<file path="config.mk">
export PLATFORM = sky130hd
export DESIGN_NAME = pipe_skid_stage
export DESIGN_NICKNAME = d
export VERILOG_FILES = /design/src/rtl/pipe_pkg.sv /design/src/rtl/pipe_entry.sv /design/src/rtl/pipe_skid_stage.sv
export SDC_FILE = /design/constraint.sdc
export NUM_CORES = 1
export LEC_CHECK = 0
export CORE_MARGIN = 10
export CORE_UTILIZATION = 50
export DETAILED_ROUTE_END_ITERATION = 6
export GPL_ROUTABILITY_DRIVEN = 0
export PLACE_DENSITY = 0.8
export SETUP_SLACK_MARGIN = 0.02
export SLEW_MARGIN = 40
export SYNTH_ARGS = -nofsm -noshare
export SYNTH_HDL_FRONTEND = slang
export SYNTH_SLANG_ARGS = --single-unit
export TNS_END_PERCENT = 10
</file>
<file path="constraint.sdc">
create_clock -name clk_i -period 5.8 [get_ports clk_i]
set_clock_uncertainty 0.2 [all_clocks]
set_input_delay 1.16 -clock clk_i [delete_from_list [all_inputs] [get_ports clk_i]]
set_output_delay 1.16 -clock clk_i [all_outputs]
set_load 0.01 [all_outputs]
</file>
<file path="src/rtl/pipe_pkg.sv">
// Shared types and default widths for the pipeline skid stage.
package pipe_pkg;

  typedef enum logic [1:0] {
    EMPTY = 2'd0,
    FULL  = 2'd1,
    SKID  = 2'd2
  } pipe_state_t;

  localparam int CTRL_W_DEF = 4;
  localparam int DATA_W_DEF = 69;

endpackage

</file>
<file path="src/rtl/pipe_entry.sv">
// One {valid, ctrl, data} holding register; clear beats load and only zeroes valid/ctrl.
// Latency: 1 cycle load-to-output. No flow control of its own; the owner decides when to load or clear.
module pipe_entry #(
  parameter int                CTRL_W  = 4,
  parameter int                DATA_W  = 69,
  parameter logic [DATA_W-1:0] RST_VAL = '0
) (
  input  logic              clk,
  input  logic              rst,
  input  logic              clr,
  input  logic              load,
  input  logic              d_valid,
  input  logic [CTRL_W-1:0] d_ctrl,
  input  logic [DATA_W-1:0] d_data,
  output logic              q_valid,
  output logic [CTRL_W-1:0] q_ctrl,
  output logic [DATA_W-1:0] q_data
);

  always_ff @(posedge clk or posedge rst) begin
    if (rst) begin
      q_valid <= 1'b0;
      q_ctrl  <= '0;
      q_data  <= RST_VAL;
    end else if (clr) begin
      // Payload is left alone so a bubble output stays stable.
      q_valid <= 1'b0;
      q_ctrl  <= '0;
    end else if (load) begin
      q_valid <= d_valid;
      q_ctrl  <= d_ctrl;
      q_data  <= d_data;
    end
  end

endmodule

</file>
<file path="src/rtl/pipe_skid_stage.sv">
// Inter-stage pipeline register with a two-entry skid buffer, registered s_ready_o, 1-cycle latency.
// stall_i acts as downstream not-ready, flush_i empties the stage; PIPE_STAGE_STATS_EN adds stall/xfer counters.
module pipe_skid_stage
  import pipe_pkg::*;
#(
  parameter int                CTRL_W  = CTRL_W_DEF,
  parameter int                DATA_W  = DATA_W_DEF,
  parameter logic [DATA_W-1:0] RST_VAL = '0
) (
  input  logic              clk_i,
  input  logic              rst_i,
  input  logic              stall_i,
  input  logic              flush_i,
  input  logic              s_valid_i,
  output logic              s_ready_o,
  input  logic [CTRL_W-1:0] s_ctrl_i,
  input  logic [DATA_W-1:0] s_data_i,
  output logic              m_valid_o,
  input  logic              m_ready_i,
  output logic [CTRL_W-1:0] m_ctrl_o,
  output logic [DATA_W-1:0] m_data_o
`ifdef PIPE_STAGE_STATS_EN
  ,
  output logic [31:0]       stall_cnt_o,
  output logic [31:0]       xfer_cnt_o
`endif
);

  pipe_state_t       state, state_nxt;
  logic              rdy, acc;
  logic              ready_q;
  logic              main_ld, main_clr, skid_ld, skid_clr;
  logic              skid_valid;
  logic [CTRL_W-1:0] skid_ctrl, main_ctrl_d;
  logic [DATA_W-1:0] skid_data, main_data_d;

  assign rdy       = m_ready_i & ~stall_i;
  assign acc       = s_valid_i & ready_q;
  assign s_ready_o = ready_q;

  // Main refills from the skid entry whenever the skid holds a beat.
  assign main_ctrl_d = skid_valid ? skid_ctrl : s_ctrl_i;
  assign main_data_d = skid_valid ? skid_data : s_data_i;

  always_comb begin
    state_nxt = state;
    main_ld   = 1'b0;
    main_clr  = 1'b0;
    skid_ld   = 1'b0;
    skid_clr  = 1'b0;
    if (flush_i) begin
      state_nxt = EMPTY;
      main_clr  = 1'b1;
      skid_clr  = 1'b1;
    end else begin
      case (state)
        EMPTY: begin
          if (acc) begin
            state_nxt = FULL;
            main_ld   = 1'b1;
          end
        end
        FULL: begin
          if (acc && rdy) begin
            main_ld = 1'b1;
          end else if (acc) begin
            state_nxt = SKID;
            skid_ld   = 1'b1;
          end else if (rdy) begin
            state_nxt = EMPTY;
            main_clr  = 1'b1;
          end
        end
        SKID: begin
          if (rdy) begin
            state_nxt = FULL;
            main_ld   = 1'b1;
            skid_clr  = 1'b1;
          end
        end
        default: state_nxt = EMPTY;
      endcase
    end
  end

  always_ff @(posedge clk_i or posedge rst_i) begin
    if (rst_i) begin
      state   <= EMPTY;
      ready_q <= 1'b1;
    end else begin
      state   <= state_nxt;
      ready_q <= (state_nxt != SKID);
    end
  end

  pipe_entry #(
    .CTRL_W  (CTRL_W),
    .DATA_W  (DATA_W),
    .RST_VAL (RST_VAL)
  ) u_main (
    .clk     (clk_i),
    .rst     (rst_i),
    .clr     (main_clr),
    .load    (main_ld),
    .d_valid (1'b1),
    .d_ctrl  (main_ctrl_d),
    .d_data  (main_data_d),
    .q_valid (m_valid_o),
    .q_ctrl  (m_ctrl_o),
    .q_data  (m_data_o)
  );

  pipe_entry #(
    .CTRL_W  (CTRL_W),
    .DATA_W  (DATA_W),
    .RST_VAL (RST_VAL)
  ) u_skid (
    .clk     (clk_i),
    .rst     (rst_i),
    .clr     (skid_clr),
    .load    (skid_ld),
    .d_valid (1'b1),
    .d_ctrl  (s_ctrl_i),
    .d_data  (s_data_i),
    .q_valid (skid_valid),
    .q_ctrl  (skid_ctrl),
    .q_data  (skid_data)
  );

`ifdef PIPE_STAGE_STATS_EN
  logic [31:0] stall_cnt_q, xfer_cnt_q;

  always_ff @(posedge clk_i or posedge rst_i) begin
    if (rst_i) begin
      stall_cnt_q <= '0;
      xfer_cnt_q  <= '0;
    end else if (m_valid_o) begin
      if (rdy) xfer_cnt_q  <= xfer_cnt_q + 32'd1;
      else     stall_cnt_q <= stall_cnt_q + 32'd1;
    end
  end

  assign stall_cnt_o = stall_cnt_q;
  assign xfer_cnt_o  = xfer_cnt_q;
`endif

endmodule

</file>
==> run_results.csv <==
group,metric,value,unit
timing,hold-worst-slack,283,ps
synthesis,ys.warnings.count,0,
timing,fin_crit,3150,ps
die,dieArea,18400,sq um
finish,syn2layout_area_growth,34.7,%
die,die_h,136,microns
timing,tightest_slew,612,ps
placement,place_hpwl,10100,microns
worst_setup_path,reg2reg_depth,4,
routing,num_vias,4159,
die,coreArea,13200,sq um
timing,relSlewSlack,59.2,%
worst_setup_path,arrival,3230,ps
synthesis,ys_types,30,
clocking,cts_tree,"done",
worst_hold_path,hold_path.class,"reg2reg",
timing,period_share,54.2,%
timing,finalHoldViolCount,0,
timing,fin_tns_setup,0,ps
finish,final_common_cell,"clkdlybuf4s50_1",
timing,report.final.slew_viol_count,0,
placement,portBuffers,153,
routing,post_drt_wl_per_cell,19.0,microns
worst_setup_path,path_class,"in2reg",
routing,ant_nets,0,
worst_setup_path,path_max_fanout,37,
clocking,cts_hold_buf,0,
clocking,path_clk_slew,60,ps
global_routing,antenna_found_initial,0,
finish,drive_above_1_share,31.1,%
clocking,clock_path_buffers,2,
timing,rsz0062_at_grt,"false",
synthesis,syn-cell-area,6680,sq um
routing,dr.pass1.iters,4,
power,peakVddDrop,214,uV
power,leakage,0.00368,uW
worst_setup_path,timing.critical_path.from,"m_ready_i",
die,io_pins,154,
finish,antennaDiodeCount,0,
finish,layout_common_cells,"153 x clkdlybuf4s50_1, 149 x dfrtp_1, 142 x mux2_2, 65 x mux2_1, 17 x clkbuf_16",
power,clkPwrFrac,32.4,%
synthesis,synth_nets,517,
global_routing,gr-usage-all-layers,16.4,%
routing,vias_per_cell,5.33,
routing,drc,0,
worst_setup_path,endpoint,"u_main.q_data[20]$_DFFE_PP0P_",
global_routing,grt-ovfl-total,0,
global_routing,grt_max_degree,89,
die,num_rows,42,
synthesis,seq_area_frac_synth,56.6,%
power,powerDensity,399,nW/um^2
synthesis,syn_area_per_cell,15.3,sq um
outcome,status,"complete, no violations",
worst_setup_path,crit_required,5880,ps
timing,finalSetupViolCount,0,
timing,fin_ws,2650,ps
clocking,post_cts_buffers,0,
die,initial_core_util,50.7,%
clocking,cts_resized,0,
clocking,clock_latency,410,ps
global_routing,grt_pass1_vias,4719,
worst_setup_path,worst_r2r_startpoint,"state[0]$_DFF_PP0_",
placement,pre_cts_slack,2250,ps
worst_setup_path,cp-end-kind,"flop",
die,fp.dieW,136,microns
clocking,clock_sinks,151,
power,internal-power,2680,uW
routing,drt_wl_total,14800,microns
worst_setup_path,cp-start-kind,"input port",
clocking,cts-root-buf,"clkbuf_16",
synthesis,synth-seq-cells,151,
power,p_comb_share,24.5,%
timing,max_freq,318,MHz
synthesis,postSynthCellCount,438,
global_routing,grt_pass1_wl,24300,microns
power,switching_power,908,uW
finish,fin_nets,670,
power,swShare,25.3,%
routing,drt_iter0_markers,159,
worst_setup_path,reg2reg_to,"u_main.q_data[20]$_DFFE_PP0P_",
worst_setup_path,rrSetupSlack,3380,ps
worst_hold_path,min_from,"u_skid.q_data[29]$_DFFE_PP0P_",
flow_run,maxCapViolations,0,
power,seq_power_share,43.2,%
clocking,cts_buffers,17,
clocking,htreeDepth,4,
-- cells in the mapped netlist --
| cell | instances | area [sq um] |
|---|---|---|
| nand4bb_1 | 2 | 22.5 |
| clkbuf_1 | 8 | 30.0 |
| buf_8 | 1 | 15.0 |
| nand4_1 | 4 | 25.0 |
| inv_2 | 1 | 3.75 |
| dfrtp_1 | 150 | 3750 |
| nor2b_1 | 5 | 31.3 |
| inv_1 | 2 | 7.51 |
| nand2b_1 | 3 | 18.8 |
| mux2_2 | 142 | 1600 |
| buf_4 | 3 | 22.5 |
| and2_0 | 1 | 6.26 |
| mux2_1 | 65 | 732 |
| a21oi_1 | 6 | 30.0 |
| mux2i_1 | 8 | 80.1 |
| nor4_4 | 1 | 21.3 |
| nand3_1 | 3 | 15.0 |
| buf_2 | 8 | 40.0 |
| o21ai_0 | 6 | 30.0 |
| buf_1 | 2 | 7.51 |
| a211oi_1 | 1 | 7.51 |
| buf_6 | 5 | 56.3 |
| and2b_4 | 1 | 10.0 |
| dfstp_2 | 1 | 26.3 |
| a221oi_2 | 1 | 15.0 |
| nor4bb_1 | 1 | 10.0 |
| a21o_1 | 1 | 7.51 |
| o31ai_1 | 4 | 30.0 |
| nand3b_4 | 1 | 20.0 |
| and3b_1 | 1 | 8.76 |
-- how the worst min path moves through the flow --
stage          cells after the start  slack, ps                            end
3_5_place_dp                       1        270  u_skid.q_data[29]$_DFFE_PP0P_
3_3_place_gp                       1        260  u_skid.q_data[30]$_DFFE_PP0P_
6_report                           1        280  u_skid.q_data[29]$_DFFE_PP0P_
2_1_floorplan                      1        250  u_skid.q_data[29]$_DFFE_PP0P_
5_1_grt                            1        300  u_main.q_data[39]$_DFFE_PP0P_
4_1_cts                            1        290  u_skid.q_data[29]$_DFFE_PP0P_
-- critical path: stages --
cell and delay (ps):
clkdlybuf4s50_1 530, nand2b_1 260, a221oi_4 370, buf_4 500, mux2_1 380
-- through the flow --
| stage | cell area (sq um) | utilization (%) | total power, uW | instances |
|---|---|---|---|---|
| after floorplan | 6680 | - | 1970 | 438 |
| after global placement | 8330 | 63.1 | 2410 | 746 |
| after detailed placement | 8370 | 63.4 | 2460 | 748 |
| after CTS | 9000 | 68.2 | 3640 | 780 |
| after global routing | 9000 | 68.3 | 3770 | 780 |
| final | 9000 | 68.3 | 3590 | 780 |
-- metal layers --
| layer | part of all wire (%) | GRT usage, % | vias up |
|---|---|---|---|
| met5 | 0 | 0 | - |
| li1 | - | - | 1890 |
| met2 | 51 | 27.8 | 115 |
| met1 | 43 | 19.7 | 2139 |
| met4 | 1.0 | 4.90 | 0 |
| met3 | 5.9 | 4.75 | 15 |
-- registers in the layout, summed over array words and instances, names as in the netlist --
register,flops
u_main.q_data,69
u_skid.q_data,69
u_main.q_ctrl,4
u_skid.q_ctrl,4
state,2
s_ready_o,1
u_main.q_valid,1
u_skid.q_valid,1
-- power by group through the flow --
stage                     clock (uW)  combinational (uW)  sequential [uW]
after floorplan                    0                 389             1580
after global placement             0                 851             1560
after detailed placement           0                 895             1570
after CTS                       1190                 901             1550
after global routing            1230                 951             1590
final                           1160                 879             1550
-- cell type report --
type / instances / area [sq um]
fillers: 901 / 4190
flip-flops and latches: 151 / 3780
multi-input cells: 257 / 2730
repair buffers: 161 / 1620
clock buffers: 21 / 460
well taps: 176 / 220
clock inverters: 11 / 173
inverters: 3 / 18.8
-- kinds of logic after synthesis --
family,count (synthesis),share of synthesized area (%)
compound gates,19,1.80
buf+inv,30,2.73
flops,151,56.6
mux,215,36.1
simple gates,23,2.83
Note: power is estimated with default switching activity, not from simulation.
